==> src/rtl/alu_issue_ctrl.sv <==
// Issue sequencer feeding the ALU decoder: holds one op for its fixed latency.
// Optional divide-by-zero short-circuit enabled by ALU_DIV_ZERO_CHECK_EN.
module alu_issue_ctrl #(
    parameter int WIDTH      = 8,
    parameter int MUL_CYCLES = 4,
    parameter int DIV_CYCLES = 8
) (
    input  logic             clk,
    input  logic             rst,
    input  logic             instr_valid,
    output logic             instr_ready,
    input  logic [2:0]       instr_opcode,
    input  logic [WIDTH-1:0] instr_a,
    input  logic [WIDTH-1:0] instr_b,
    output logic [2:0]       opcode,
    output logic [WIDTH-1:0] operand_a,
    output logic [WIDTH-1:0] operand_b,
    output logic             op_active,
    output logic             unit_start,
    input  logic [WIDTH-1:0] unit_result,
    output logic             res_valid,
    input  logic             res_ready,
    output logic [WIDTH-1:0] res_data,
    output logic             res_err
);

    localparam int MAXC = (MUL_CYCLES > DIV_CYCLES) ? MUL_CYCLES : DIV_CYCLES;
    localparam int CW   = $clog2(MAXC) + 1;

    localparam logic [2:0] OP_MUL = 3'b010;
    localparam logic [2:0] OP_DIV = 3'b111;

    typedef enum logic [1:0] {
        IDLE,
        EXEC,
        DONE
    } state_t;

    state_t           state_q, state_d;
    logic [CW-1:0]    cnt_q, cnt_d;
    logic [2:0]       opc_q, opc_d;
    logic [WIDTH-1:0] a_q, a_d;
    logic [WIDTH-1:0] b_q, b_d;
    logic [WIDTH-1:0] res_q, res_d;
    logic             start_q, start_d;
`ifdef ALU_DIV_ZERO_CHECK_EN
    logic             dz_q, dz_d;
    logic             err_q, err_d;
`endif

    always_ff @(posedge clk or posedge rst) begin
        if (rst) begin
            state_q <= IDLE;
            cnt_q   <= '0;
            opc_q   <= 3'b000;
            a_q     <= '0;
            b_q     <= '0;
            res_q   <= '0;
            start_q <= 1'b0;
`ifdef ALU_DIV_ZERO_CHECK_EN
            dz_q    <= 1'b0;
            err_q   <= 1'b0;
`endif
        end else begin
            state_q <= state_d;
            cnt_q   <= cnt_d;
            opc_q   <= opc_d;
            a_q     <= a_d;
            b_q     <= b_d;
            res_q   <= res_d;
            start_q <= start_d;
`ifdef ALU_DIV_ZERO_CHECK_EN
            dz_q    <= dz_d;
            err_q   <= err_d;
`endif
        end
    end

    always_comb begin
        state_d = state_q;
        cnt_d   = cnt_q;
        opc_d   = opc_q;
        a_d     = a_q;
        b_d     = b_q;
        res_d   = res_q;
        start_d = 1'b0;
`ifdef ALU_DIV_ZERO_CHECK_EN
        dz_d    = dz_q;
        err_d   = err_q;
`endif
        unique case (state_q)
            IDLE: begin
                if (instr_valid) begin
                    opc_d   = instr_opcode;
                    a_d     = instr_a;
                    b_d     = instr_b;
                    start_d = 1'b1;
                    state_d = EXEC;
                    if (instr_opcode == OP_MUL) begin
                        cnt_d = CW'(MUL_CYCLES - 1);
                    end else if (instr_opcode == OP_DIV) begin
                        cnt_d = CW'(DIV_CYCLES - 1);
                    end else begin
                        cnt_d = '0;
                    end
`ifdef ALU_DIV_ZERO_CHECK_EN
                    dz_d = 1'b0;
                    // Divide by zero never wakes the divider; answer in one cycle.
                    if (instr_opcode == OP_DIV && instr_b == '0) begin
                        dz_d    = 1'b1;
                        cnt_d   = '0;
                        start_d = 1'b0;
                    end
`endif
                end
            end
            EXEC: begin
                if (cnt_q != '0) begin
                    cnt_d = cnt_q - CW'(1);
                end else begin
                    res_d   = unit_result;
                    state_d = DONE;
`ifdef ALU_DIV_ZERO_CHECK_EN
                    err_d = dz_q;
                    if (dz_q) begin
                        res_d = '1;
                    end
`endif
                end
            end
            DONE: begin
                if (res_ready) begin
                    state_d = IDLE;
                end
            end
            default: begin
                state_d = IDLE;
            end
        endcase
    end

    assign instr_ready = (state_q == IDLE);
    assign op_active   = (state_q == EXEC);
    assign res_valid   = (state_q == DONE);
    assign unit_start  = start_q;
    assign opcode      = opc_q;
    assign operand_a   = a_q;
    assign operand_b   = b_q;
    assign res_data    = res_q;
`ifdef ALU_DIV_ZERO_CHECK_EN
    assign res_err     = err_q;
`else
    assign res_err     = 1'b0;
`endif

endmodule

==> config.mk <==
export PLATFORM = sky130hd
export DESIGN_NAME = alu_issue_ctrl
export DESIGN_NICKNAME = d
export VERILOG_FILES = /design/src/rtl/alu_issue_ctrl.sv
export SDC_FILE = /design/constraint.sdc
export NUM_CORES = 1
export LEC_CHECK = 0
export ABC_AREA = 1
export BUFFER_PORTS_ARGS = -buffer_cell sky130_fd_sc_hd__buf_2
export CORE_ASPECT_RATIO = 2
export CORE_UTILIZATION = 28
export DETAILED_ROUTE_END_ITERATION = 7
export GPL_TIMING_DRIVEN = 0
export PLACE_DENSITY = 0.55
export RECOVER_POWER = 100
export SETUP_SLACK_MARGIN = 0.5
export SLEW_MARGIN = 20
export SYNTH_ARGS = -nofsm -noshare
export SYNTH_HDL_FRONTEND = slang
export SYNTH_SLANG_ARGS = --single-unit
export TNS_END_PERCENT = 30
==> constraint.sdc <==
create_clock -name clk -period 3.7 [get_ports clk]
set_input_delay 0 -clock clk [delete_from_list [all_inputs] [get_ports clk]]
set_output_delay 0 -clock clk [all_outputs]
set_load 0.05 [all_outputs]
* After elaboration in Yosys (flattened, before gate mapping)
Cells that the tools add are included.
Storage, ports and cells: register bits 34, input bits 31, output and inout port bits 32, word-level logic and storage cells 35
Cells by class: add/sub/neg operators 1, equal/unequal tests 8, mux-type cells 11, bitwise logic cells 1, reduce and logical (&&, ||, !) cells 7
Operators by type and width (count):
- 4-bit two-way mux | 2
- 4-bit one-hot mux with 2 select lines | 1
- 2-bit two-way mux | 3
- 3-bit two-way mux | 2
- 2-bit one-hot mux with 3 select lines | 1
- 3-bit AND reduction | 2
- 2-bit by 1-bit != test with 1-bit output, second input constant | 2
- 2-bit != test, second input constant | 2
- 2-bit AND reduction | 2
- 4-bit nonzero test | 1
- 4-bit by 1-bit subtractor with 4-bit output, second input constant | 1
- 3-bit by 2-bit equality test with 1-bit output, second input constant | 1
- 3-bit equality test, second input constant | 1
- 2-bit by 1-bit equality test with 1-bit output, second input constant | 1
- 2-bit equality test, second input constant | 1
- 2-bit zero test | 1
- 1-bit two-way mux | 2
- 2-bit nonzero test | 1
- 1-bit inverter | 1

* Depth between registers and ports, before layout
Gate-level depths: netlist of the first run.
depth after elaboration 5, depth in mapped cells 8, depth with buffers taken out 8

* Least setup slack after synthesis of the first run
OpenSTA, ideal clock, no wires.
path type reg2reg, start reg state_q[0], end reg a_q[0] (netlist: operand_a[0]), setup time 0.118 ns, data arrival time 1.395 ns, data required time 3.582 ns, setup slack 2.187 ns, stages on the path, launching flop included 6, path buffers 1, clock period less this slack 1.513 ns, path through dfrtp_1 nor2_2 nand2_2 buf_2 nand2_1 nand2_1
On the way: cells in the longest elaborated chain, start to end 2
RTL lines:
- start, declared | line 39 | state_t state_q, state_d;
- start signal, assigned | line 65 | state_q <= state_d;
- 2-bit zero test
- via instr_ready | line 11 | output logic instr_ready,
- 2-bit AND reduction (no source line)
- end signal, assigned | line 56 | a_q <= '0;
- end signal, assigned | line 68 | a_q <= a_d;
- end, declared | line 42 | logic [WIDTH-1:0] a_q, a_d;
The timed path passes the listed nets, and every way through them passes these cells. A chain may end at the register's enable or synchronous reset.

* Worst setup path after layout of the first run
start reg state_q[0], end reg a_q[0] (netlist: operand_a[0])
On the way: cells in the longest elaborated chain, start to end 2
RTL lines:
- 2-bit zero test | line 91 | unique case (state_q)
- 2-bit AND reduction (no source line)
Every way passes these cells.

==> run summary, run 1 <==
For the detailed-route via count, the log shows 1375. Combinational cells account for 55.4% of the total power. The count of nets left with antenna violations once routing finished came out at 0.

The full die area was 5630 µm². STA classifies the critical path endpoint as a flop. TritonCTS created 5 clock buffers.

The largest clock skew in the final design is 0.00329 ns, and the share of flip-flops with an asynchronous set or reset after synthesis is 100%. The final hold violation count was 0. The net count of the finished layout is 299. In this run the biggest area consumer among cell types represents 57.2% of the synthesized area. The areal power density over the cells came out at 965 nW/µm².

Along the worst path, the maximum fanout reaches 10. The average size of a mapped cell works out to 8.75 µm². For this block, the initial DRC count from the detailed router was 34. Among all cell types in the netlist, the one instantiated most often is sky130_fd_sc_hd__nand2_1. Cell type with the largest total area after synthesis: sky130_fd_sc_hd__dfrtp_1.

By area the synthesized netlist is led by sky130_fd_sc_hd__dfrtp_1 57%, sky130_fd_sc_hd__nand2_1 20%, sky130_fd_sc_hd__o21ai_2 4.7%. The adder-cell share of the synthesized area is 0.841%, and the initial antenna violation count is 0. Using the TritonRoute via totals, the vias-per-cell ratio works out to 4.22.

The antenna diode instance count is 0. Summed over all nets, wire length on met3 after detailed routing comes to 104 µm. Cells fill 41.8% of the core in the end. By count the netlist is led by 80 x sky130_fd_sc_hd__nand2_1, 34 x sky130_fd_sc_hd__dfrtp_1, 14 x sky130_fd_sc_hd__inv_1, 8 x sky130_fd_sc_hd__nor2_1, 8 x sky130_fd_sc_hd__o21ai_2. The CTS clock-pin slew for the worst setup and hold paths came out at 0.07 ns.

TritonCTS built the clock tree. The remaining global-route overflow is 0. Counting I/O delays and the setup requirement, the final critical path takes 1.68 ns. For the clock sink count, the log shows 34. The flow ran to the end, and the final reports show no timing, DRC or antenna violations.

The top metal layer carrying routed signals was met4. The tools report the kind of start point of the critical path as a flop. Traced cell by cell, the critical path runs through nor2_1, nand2_1, clkinvlp_2, clkbuf_1, nand2_1, nand2_1.

For the unique cell type count in the Yosys netlist, the log shows 22. The number of enable-type register cells in the synthesized netlist came out at 0. For the number of cells after detailed placement, the log shows 289. Setup repair after global routing left no endpoint under its margin. The finished cells cover 2150 µm². The run gives 15.1% as the overall track demand over capacity in global routing. The number of buffers and inverters on the critical path is 2. The multiplexer share of the synthesized area is 0%, and the number of global-route vias before repair is 1425. In this run the power spent charging and discharging nets is 1140 µW.

In the final layout, the share of cells above drive strength 1 is 17.9%. The HPWL after detailed placement is 2.47 mm. Max-cap violations in this run came to 0.

In the synthesized netlist the dominant register cell turns out to be sky130_fd_sc_hd__dfrtp_1. After synthesis, flip-flops and latches occupy 57.2% of the total area. The final critical path takes up 45.3% of the cycle.

Of the total synthesized cell area, the portion taken by XOR and XNOR cells is 0.589%. The longest individual stage delay on the worst path came out at 0.41 ns. Row generation in the floorplan step produced 37 rows. At the pin with the least slew margin, the transition time is 1.31 ns. Once layout is complete, the cells apart from fillers number 326.

The starting density of the core is 29.0%. Combinational family with the most area after synthesis: simple AND/OR/NAND/NOR gates. The internal power of the cells totals 935 µW.

Relative contribution of sequential cells to total power: 31.1%. At the worst endpoint, the required time is 3.92 ns. In this run the worst hold path is classified as input pin to flop. Port buffering added 61 buffers.

In the final routed layout, each cell accounts on average for 11.4 µm. The tools report the maximum number of buffers from clock root to sink as 2. The fraction of the mapped netlist area in compound gates was 5.89%; the wire length of the first global-routing pass was 6.13 mm.

The pre-antenna-repair detailed-routing pass consisted of 3 iterations. Setup violations remaining at the end of the flow were counted as 0. The maximum number of pins on one net before global-route repair is 35. The run gives 2070 µW as the post-route total power.

Post-placement cell area: 1870 µm². The slowest stage of the critical path belongs to the cell sky130_fd_sc_hd__dfrtp_1. The tools report the maximum clock frequency as 597 MHz. The die is 53.5 µm wide. Data on the critical path arrives at its endpoint at 1.90 ns.

Counting every net in the synthesized netlist gives 202. The logs give 0.00115 µW for the leakage power summed over all cells and 0 ns for the setup TNS after final layout. The total count of max-transition violations in the final report came out at 0. The die boundary height came out at 105 µm. CTS built an H-tree with a depth of 2. Detailed routing placed a total of 2.15 mm of wire on met2. Summing every instance area after synthesis gives 1490 µm². Simple-gate share of the synthesized area: 27.5%. By startpoint and endpoint, the worst setup path is classified as flop to flop. The clock reaches the later pin of the worst-skew pair after 0.28 ns. In this run the standard cell core region covers 5140 µm². In this run, post-CTS repair resized a total of 0 instances. The total wire length was 3.71 mm; the synthesized netlist cell count was 170. The congestion estimate from routability-driven global placement came to 0.745. Remaining max-slew budget at the tightest pin: 12.8%. Per report_power, the clock group accounts for 13.4% of the total.

63 I/O pins were placed. Synthesis inferred 34 register bits. From synthesis to final layout, the design area changed by 44.2%. The cell sitting at the root of the clock tree is a sky130_fd_sc_hd__clkbuf_8. The detailed-route wire length on metal 1 was 1.38 mm; the final routed DRC violation total was 0. The run gives 0.000442 V as the worst-case vdd ir drop. Yosys printed 0 warnings.

The switching portion of total power works out to 54.9%. The cell type with the highest occurrence count on the critical path is sky130_fd_sc_hd__nand2_1. Category of cells accounting for the largest share of critical-path delay: buffers and inverters.
[state kept, by name (all words and copies together) (netlist names)]
| register | cells |
|---|---|
| cnt_q | 4 |
| opcode | 3 |
| operand_a | 8 |
| state_q | 2 |
| res_data | 8 |
| unit_start | 1 |
| operand_b | 8 |
[stage by stage]
step | setup slack, ns | hold WS [ns]
final | 2.02 | 0.115
after global routing | 1.79 | 0.157
after CTS | 2.36 | 0.0837
after detailed placement | 2.37 | 0.181
after global placement | 2.37 | 0.184
after floorplan | 2.19 | 0.0863
[kinds of logic (layout without fill, tap and decap cells)]
kind of cell / after synthesis / in the layout
adder cells (fa/ha/maj): 1 / 1
buffers and inverters: 23 / 121
XOR/XNOR: 1 / 1
AO/OA/AOI/OAI: 11 / 11
AND/OR/NAND/NOR: 99 / 99
other: 1 / 1
flip-flops: 34 / 34
[worst min-delay path: stages]
cell and delay [ns]:
sky130_fd_sc_hd__buf_2 0.07, sky130_fd_sc_hd__nand2_1 0.13, sky130_fd_sc_hd__nand2_1 0.09, sky130_fd_sc_hd__o21ai_1 0.06
[layer usage]
metal | GRT usage [%] | up-vias
li1 | - | 700
met1 | 14.7 | 635
met2 | 27.7 | 34
met3 | 2.77 | 6
met4 | 7.89 | 0
met5 | 0 | -
[path summary, 6_finish.rpt]
path	startpoint	end	slack, ns	cells past startpoint
max reg2reg	state_q[0]	operand_a[0]	2.02	6
max	state_q[0]	operand_a[0]	2.02	6
min	instr_valid	opcode[1]	0.12	4
min reg2reg	res_data[5]	res_data[5]	0.48	2
max in group asynchronous	rst	cnt_q[0]	2.29	3
min in group asynchronous	rst	res_data[0]	0.63	3
[cell usage in the layout (no fill, tap or decap)]
cell and count:
sky130_fd_sc_hd__buf_4 2, sky130_fd_sc_hd__clkinv_2 1, sky130_fd_sc_hd__nand2_1 82, sky130_fd_sc_hd__xnor2_1 1, sky130_fd_sc_hd__nand4_1 2, sky130_fd_sc_hd__clkbuf_8 6
sky130_fd_sc_hd__or2_2 1, sky130_fd_sc_hd__o21ai_2 1, sky130_fd_sc_hd__nand2_2 2, sky130_fd_sc_hd__conb_1 1, sky130_fd_sc_hd__o21ai_0 8, sky130_fd_sc_hd__dfrtp_1 34
sky130_fd_sc_hd__nor2_1 9, sky130_fd_sc_hd__inv_2 1, sky130_fd_sc_hd__o21ai_1 1, sky130_fd_sc_hd__nor2_2 1, sky130_fd_sc_hd__dlygate4sd3_1 29, sky130_fd_sc_hd__ha_1 1
sky130_fd_sc_hd__o31ai_1 1, sky130_fd_sc_hd__clkinvlp_2 1, sky130_fd_sc_hd__nand3_1 2, sky130_fd_sc_hd__buf_2 31, sky130_fd_sc_hd__inv_4 1, sky130_fd_sc_hd__inv_1 15
sky130_fd_sc_hd__clkbuf_1 34
[power groups by stage]
stage                     combinational [µW]  clock (µW)  sequential [µW]
final                                   1150         278              645
after global routing                    1250         305              668
after CTS                               1280         294              643
after detailed placement                1250           0              647
after global placement                  1240           0              645
after floorplan                          462           0             1150
[repair_timing]
action / in CTS / in global routing
setup buffers: 0 / 0
hold endpoints to repair: 62 / 0
hold buffers: 29 / 0
[layout make-up]
class	instances	area (µm²)
fill	555	2990
sequential	34	851
timing repair buffer	90	557
multi-input combinational	113	475
clock buffer	7	86.3
tap	58	72.6
inverter	18	71.3
buffer	5	27.5
clock inverter	1	5.00
(Power assumes the default switching activity.)
==> inputs of run 2 (changes only) <==
==> constraint.sdc (replaced) <==
create_clock -name clk -period 1.59 [get_ports clk]
set_input_delay 0 -clock clk [delete_from_list [all_inputs] [get_ports clk]]
set_output_delay 0 -clock clk [all_outputs]
set_load 0.05 [all_outputs]
==> run 2 against run 1 <==
  * Routed wire length increased by 4.0%
  * Utilization increased by 3.6 points
  * Clock skew increased by 0.0017 ns
  * Sequential power increased by 130%
  * Total power increased to 2.5 times the previous value
  * Critical endpoint is now res_valid
==> run summary, run 2 (synthesis gave the netlist of run 1 again) <==
The flow ran to the end, and the final reports show no timing, DRC or antenna violations. The tools report the number of global-route vias before repair as 1477 (+3.6%). For the combined area of the multi-input logic cells, the log shows 549 µm² (+16%). The detailed-route wire length per cell is 11.6 µm (+1.8%), and the number of I/O port buffers is 61 (unchanged). The logs give 0 (unchanged) for the final routed DRC violation total and 5630 µm² (unchanged) for the full die area. The share of cells above drive strength 1 works out to 26.9% (+9.0 points).

Setup repair after global routing could not meet its margin everywhere. Area of all sequential standard cells: 851 µm² (unchanged). The type of element capturing the critical path was a primary output. The setup violation total in the final timing report was 0 (unchanged). TritonCTS built the clock tree. The clock root buffer is sky130_fd_sc_hd__clkbuf_8. The number of buffers created by CTS was 5 (unchanged); the part of the power in the clock network was 11.2% (-2.2 points). The net load switching power came out at 2840 µW (+150%). The leading cell type in the layout, fill and taps excluded is sky130_fd_sc_hd__nand2_1. The run gives 529 (-4.7%) as the final-layout fill cell count.

The largest individual stage delay along the critical path comes from the cell sky130_fd_sc_hd__clkbuf_1. The logs give 2420 µW (+160%) for the internal power of the cells and 2.53 mm (+2.3%) for the half-perimeter wire length of the detailed placement result. The post-route worst hold slack is 0.0637 ns (-0.0516 ns).

The remaining global-route overflow was 0 (unchanged); the maximum number of buffers from clock root to sink was 2 (unchanged). The total count of max-transition violations in the final report came out at 0 (unchanged). The largest driver fanout on the critical path is 4 (-6), and the clock latency reported for the late side of the worst-skew pair is 0.28 ns (about the same).

The wire length of the first global-routing pass is 6.28 mm (+2.5%), and the CTS clock-pin slew for the worst setup and hold paths is 0.06 ns (about the same). For the worst-case vdd ir drop, the log shows 0.00123 V (+180%). In the layout the commonest cells are 79 x sky130_fd_sc_hd__nand2_1, 34 x sky130_fd_sc_hd__dfrtp_1, 31 x sky130_fd_sc_hd__buf_2, 29 x sky130_fd_sc_hd__dlygate4sd3_1, 29 x sky130_fd_sc_hd__clkbuf_1.

The kind of start point of the critical path was a flop. The measured slew at the worst slew-check pin is 0.704 ns (-0.603 ns), and the row count is 37 (unchanged). The longest individual stage delay on the worst path was 0.48 ns (+0.07 ns). The area of the core region is 5140 µm² (unchanged). The detailed-route via count was 1421 (+3.3%). The minimum period implied by the final worst setup slack was 1.31 ns; the maximum number of pins on one net before global-route repair was 35 (unchanged). The switching portion of total power is 54.0% (-0.90 points). The portion of the clock cycle consumed by the worst path in the final layout was 82.1%; the post-synthesis to final-layout area growth was 56.5%. The logs give 45.3% (+3.6 points) for the utilization after layout and 3.86 mm (+4.0%) for the total wire length. The logs give 0 (unchanged) for the antenna diode instance count and 29.0% (unchanged) for the starting density of the core.

The tools report the max capacitance violation total as 0 (unchanged). The run gives 63 (unchanged) as the total I/O pin count. The number of H-tree levels was 2 (unchanged). Setup TNS after final layout: 0 ns (unchanged). The number of buffers and inverters on the critical path came out at 1 (-1).

The kind of critical path is flop to primary output. The leakage power summed over all cells was 0.00124 µW (+8.2%). The arrival time at the worst endpoint came out at 1.31 ns (-0.59 ns). The run gives 1.59 ns (-2.33 ns) as the required time at the endpoint of the critical path. The run gives 0.780 (+4.7%) as the placer's final routability congestion estimate.

The logs give 28.7% (-2.4 points) for the relative contribution of sequential cells to total power and 53.0% (+40 points) for the remaining max-slew budget at the tightest pin. The tightest min-delay check is of the input pin to flop type. The final hold violation count was 0 (unchanged). Walking the worst path, the cells encountered are nor2_1, clkbuf_1. The initial antenna violation count is 0 (unchanged).

Derived from the worst setup path, the maximum achievable clock frequency is 766 MHz. The portion of total power attributed to combinational logic came out at 60.1% (+4.7 points). The die boundary height was 105 µm (unchanged).

For the overall track demand over capacity in global routing, the log shows 15.3% (+0.24 points). The logs give 0.00500 ns (+0.00171 ns) for the largest clock skew in the final design and 0 (unchanged) for the remaining number of nets flagged by the antenna check after routing. The logs give 44 (+29%) for the initial DRC count and 4 (+1) for the first-pass iteration count of the detailed router. The die boundary width works out to 53.5 µm (unchanged). The areal power density over the cells came out at 2260 nW/µm² (+130%). In this design, the largest share of critical-path delay is due to buffers and inverters.

The count of nets after finishing is 307 (+2.7%), and the clock sink count is 34 (unchanged). The via density per instance works out to 4.27 (+1.2%).
[run 2: changes by cell type in the layout (fill, tap and decap cells not counted), moves of 2 or more]
| cell | change |
|---|---|
| sky130_fd_sc_hd__buf_12 | +2 |
| sky130_fd_sc_hd__clkbuf_1 | -5 |
| sky130_fd_sc_hd__buf_4 | +4 |
| sky130_fd_sc_hd__o21ai_2 | +7 |
| sky130_fd_sc_hd__o21ai_0 | -7 |
| sky130_fd_sc_hd__nand2_4 | +4 |
| sky130_fd_sc_hd__buf_6 | +4 |
| sky130_fd_sc_hd__inv_2 | +3 |
| sky130_fd_sc_hd__inv_1 | -3 |
| sky130_fd_sc_hd__nand2_1 | -3 |
[run 2: worst paths after layout]
path / startpoint / endpoint / slack [ns] / cells after the start
max: state_q[0] / res_valid / 0.28 / 2
min: instr_valid / state_q[0] / 0.06 / 3
max reg2reg: cnt_q[1] / cnt_q[2] / 0.30 / 8
min reg2reg: operand_a[7] / operand_a[7] / 0.47 / 2
max in group asynchronous: rst / operand_a[1] / 0.74 / 3
min in group asynchronous: rst / res_data[4] / 0.40 / 3
[run 2: per-stage QoR]
| step | cell area (µm²) | power, µW | instances | setup slack, ns |
|---|---|---|---|---|
| final | 2330 | 5250 | 333 | 0.284 |
| after global routing | 2330 | 5610 | 333 | 0.187 |
| after CTS | 2330 | 5310 | 331 | 0.400 |
| after detailed placement | 1890 | 4460 | 289 | 0.257 |
| after global placement | 1890 | 4430 | 289 | 0.273 |
| after floorplan | 1510 | 3790 | 170 | 0.352 |
[run 2: cell type report]
type,instances,area share [%]
sequential,34,36.5
timing repair buffer,98,27.3
multi-input combinational,113,23.6
inverter,18,3.44
tap,58,3.12
clock buffer,5,2.96
buffer,5,2.63
clock inverter,2,0.430
[run 2: worst reg2reg max path: stages, from the launching register on]
cell and delay (ns):
sky130_fd_sc_hd__dfrtp_1 0.35, sky130_fd_sc_hd__inv_1 0.07, sky130_fd_sc_hd__ha_1 0.27, sky130_fd_sc_hd__inv_1 0.08, sky130_fd_sc_hd__nor2_1 0.04, sky130_fd_sc_hd__o21ai_0 0.20
sky130_fd_sc_hd__nand2_1 0.08, sky130_fd_sc_hd__nand2_1 0.06, sky130_fd_sc_hd__nand2_1 0.05
[run 2: timing repair]
item | in CTS | in global routing
pin swaps | 1 | 4
endpoints found under the hold margin | 62 | 0
resized for setup | 6 | 16
setup endpoints to repair | 26 | 36
hold buffers | 29 | 0
buffers inserted | 6 | 2
gates cloned | 0 | 0
[run 2: layer usage]
layer,up-vias,GRT usage (%),routed length [µm]
met5,-,0,0
met4,0,9.02,98
li1,718,-,-
met3,7,2.77,102
met2,32,26.0,2170
met1,664,16.7,1480
[run 2: power by group through the flow]
stage | Clock [µW] | Combinational (µW) | Sequential (µW)
finish | 586 | 3160 | 1510
global route | 645 | 3420 | 1550
CTS | 620 | 3190 | 1500
detailed placement | 0 | 2960 | 1510
global placement | 0 | 2930 | 1500
floorplan | 0 | 1110 | 2690
==> inputs of run 3 (changes only) <==
--- a/config.mk
+++ b/config.mk
@@ -11,7 +11,7 @@
 export CORE_UTILIZATION = 28
 export DETAILED_ROUTE_END_ITERATION = 7
 export GPL_TIMING_DRIVEN = 0
-export PLACE_DENSITY = 0.55
+export PLACE_DENSITY = 0.56
 export RECOVER_POWER = 100
 export SETUP_SLACK_MARGIN = 0.5
 export SLEW_MARGIN = 20
==> constraint.sdc (replaced) <==
create_clock -name clk -period 1.2 [get_ports clk]
set_input_delay 0 -clock clk [delete_from_list [all_inputs] [get_ports clk]]
set_output_delay 0 -clock clk [all_outputs]
set_load 0.05 [all_outputs]
==> run 3 against run 2 <==
  * Setup slack worse by 0.27 ns
  * Total power is 51% higher
  * Sequential power is 38% higher
  * Non-clock buffer count is 4 higher
  * First-iteration DRC count is 59% lower
  * Global-route usage is 0.38 points lower
  * Die area stayed put
  * Hold slack worse by 0.0035 ns
  * Largest cell class unchanged
  * Highest routed layer unchanged
==> run summary, run 3 (synthesis gave the netlist of run 1 again) <==
The run gives 289 (unchanged) as the number of cells after detailed placement. In this run the worst hold path is classified as input pin to async pin. The tools report the type of element capturing the critical path as a flop. The run gives 844 MHz as the maximum clock frequency.

The first-pass iteration count of the detailed router was 4 (unchanged). Post-route worst hold slack: 0.0603 ns (-0.00346 ns). Largest clock skew in the final design: 0.00318 ns (-0.00181 ns).

STA classifies the critical path startpoint as a flop. The die boundary height works out to 105 µm (unchanged). The area of the core region is 5140 µm² (unchanged), and the hold-fix buffer count after cts is 28 (-3.4%). The maximum number of pins on one net before global-route repair was 35 (unchanged).

The leakage power summed over all cells is 0.00140 µW (+13%), and the half-perimeter wire length of the detailed placement result is 2.50 mm (-1.2%). Minimum period implied by the final worst setup slack: 1.18 ns. For the starting density of the core, the log shows 29.0% (unchanged). The final routed DRC violation total was 0 (unchanged); the measured slew at the worst slew-check pin was 1.27 ns (+0.561 ns). The tools report the number of buffers created by CTS as 5 (unchanged). The run gives 1440 (+1.3%) as the detailed-route via count. The initial antenna violation count was 0 (unchanged); the number of I/O port buffers was 61 (unchanged).

The count of cells along the worst register-to-register path is 7 (-1), and the worst-case vdd ir drop is 0.00180 V (+46%). The total count of max-transition violations in the final report came out at 0 (unchanged). The run gives 0.765 (-1.9%) as the placer's final routability congestion estimate. The run gives 337 (+1.2%) as the non-filler instance count after layout. Overall track demand over capacity in global routing: 15.0% (-0.38 points). The total I/O pin count was 63 (unchanged). The clock root buffer is sky130_fd_sc_hd__clkbuf_8. Share of cells above drive strength 1: 45.9% (+19 points). Clock latency reported for the late side of the worst-skew pair: 0.28 ns (about the same). The post-synthesis to final-layout area growth was 73.8%; the die boundary width was 53.5 µm (unchanged). The antenna diode instance count is 0 (unchanged). The remaining number of nets flagged by the antenna check after routing came out at 0 (unchanged).

The arrival time at the worst endpoint is 1.40 ns (+0.09 ns). The tools report the maximum number of buffers from clock root to sink as 2 (unchanged). Full die area: 5630 µm² (unchanged).

Kind of critical path: flop to flop. The wire length of the first global-routing pass came out at 6.15 mm (-2.1%). For the remaining max-slew budget at the tightest pin, the log shows 15.6% (-37 points). The required time at the endpoint of the critical path is 1.42 ns (-0.17 ns).

The logs give 1433 (-3.0%) for the number of global-route vias before repair and 0 (unchanged) for the remaining global-route overflow. The utilization after layout is 50.3% (+5.0 points), and the final-layout fill cell count is 507 (-4.2%). Setup repair after global routing could not meet its margin everywhere. The leading cell type in the layout, fill and taps excluded is sky130_fd_sc_hd__nand2_1. The row count was 37 (unchanged); the setup violation total in the final timing report was 0 (unchanged). The via density per instance works out to 4.27 (+0.13%).

The run finished with clean final reports. The run gives 18 (-59%) as the initial DRC count. The CTS clock-pin slew for the worst setup and hold paths was 0.07 ns (about the same). In the layout the commonest cells are 63 x sky130_fd_sc_hd__nand2_1, 33 x sky130_fd_sc_hd__dfrtp_1, 31 x sky130_fd_sc_hd__buf_2, 28 x sky130_fd_sc_hd__dlygate4sd3_1, 27 x sky130_fd_sc_hd__clkbuf_2.

The clock sink count was 34 (unchanged); the detailed-route wire length per cell was 12.0 µm (+3.7%). The number of H-tree levels was 2 (unchanged). The total wire length is 4.04 mm (+4.9%), and the portion of the clock cycle consumed by the worst path in the final layout is 98.7%.

The largest driver fanout on the critical path is 5 (+1), and the count of nets after finishing is 311 (+1.3%). The tools report the post-route total power as 7960 µW (+51%). The areal power density over the cells was 3080 nW/µm² (+36%).

TritonCTS built the clock tree. The tools report the max capacitance violation total as 0 (unchanged). The tools report the final hold violation count as 0 (unchanged).
run 3: cell count changes in the layout (fill, tap and decap cells not counted), moves of 2 or more:
cell                       change
sky130_fd_sc_hd__nand2_4       +6
sky130_fd_sc_hd__buf_8         +2
sky130_fd_sc_hd__nand2_1      -16
sky130_fd_sc_hd__clkinv_2      -2
sky130_fd_sc_hd__buf_4         +3
sky130_fd_sc_hd__clkbuf_1     -29
sky130_fd_sc_hd__buf_6         +2
sky130_fd_sc_hd__clkbuf_2     +26
sky130_fd_sc_hd__nand2_2      +10
run 3: critical path, cell delays in order, from the launching register on:
cell                        delay, ns
sky130_fd_sc_hd__dfrtp_1         0.40
sky130_fd_sc_hd__buf_6           0.13
sky130_fd_sc_hd__nor2_4          0.12
sky130_fd_sc_hd__nand2_4         0.11
sky130_fd_sc_hd__inv_6           0.10
sky130_fd_sc_hd__clkbuf_16       0.14
sky130_fd_sc_hd__nand2_1         0.04
sky130_fd_sc_hd__nand2_1         0.06
run 3: final timing paths:
path                       slack (ns)         from      endpoint
max in group asynchronous        0.30          rst    state_q[0]
max reg2reg                      0.02   state_q[1]  operand_a[2]
min reg2reg                      0.47    opcode[0]     opcode[0]
max                              0.02   state_q[1]  operand_a[2]
min                              0.06          rst  operand_b[6]
min in group clk                 0.09  instr_valid     opcode[1]
run 3: final cells by class:
| cell class | instances | area, µm² | share of cell area [%] |
|---|---|---|---|
| Sequential cell | 34 | 852 | 33.0 |
| Timing Repair Buffer | 102 | 768 | 29.7 |
| Multi-Input combinational cell | 113 | 639 | 24.7 |
| Clock buffer | 6 | 82.6 | 3.19 |
| Inverter | 18 | 80.1 | 3.10 |
| Tap cell | 58 | 72.6 | 2.81 |
| Buffer | 5 | 60.1 | 2.32 |
| Clock inverter | 1 | 30.0 | 1.16 |
run 3: stage by stage:
step / setup WS [ns] / cell area (µm²) / TNS, ns
final: 0.0156 / 2580 / 0
after CTS: 0.0465 / 2460 / 0
after floorplan: -0.0379 / 1510 / -0.625
after global placement: -0.125 / 1890 / -3.75
after detailed placement: -0.140 / 1890 / -1.15
after global routing: -0.0575 / 2580 / -0.791
run 3: routing by layer:
metal / part of all wire (%) / GRT usage, % / vias up
met2: 59 / 27.7 / 41
met5: 0 / 0 / -
met1: 36 / 14.7 / 671
met4: 1.2 / 6.39 / 0
met3: 3.4 / 3.20 / 4
li1: - / - / 724
run 3: where the power goes:
part / leakage, µW / total, µW / internal [µW] / switching, µW
sequential: 0.000423 / 2090 / 1690 / 404
combinational: 0.000924 / 4810 / 1610 / 3200
clock: 0.0000573 / 1050 / 664 / 390
total: 0.00140 / 7950 / 3960 / 4000
run 3: timing repair:
item                                   4_1_cts  5_1_grt
endpoints found under the hold margin       62       34
buffers inserted                             9        2
gates cloned                                 1        1
resized for setup                           23       80
pin swaps                                    8        8
setup endpoints to repair                   65       65
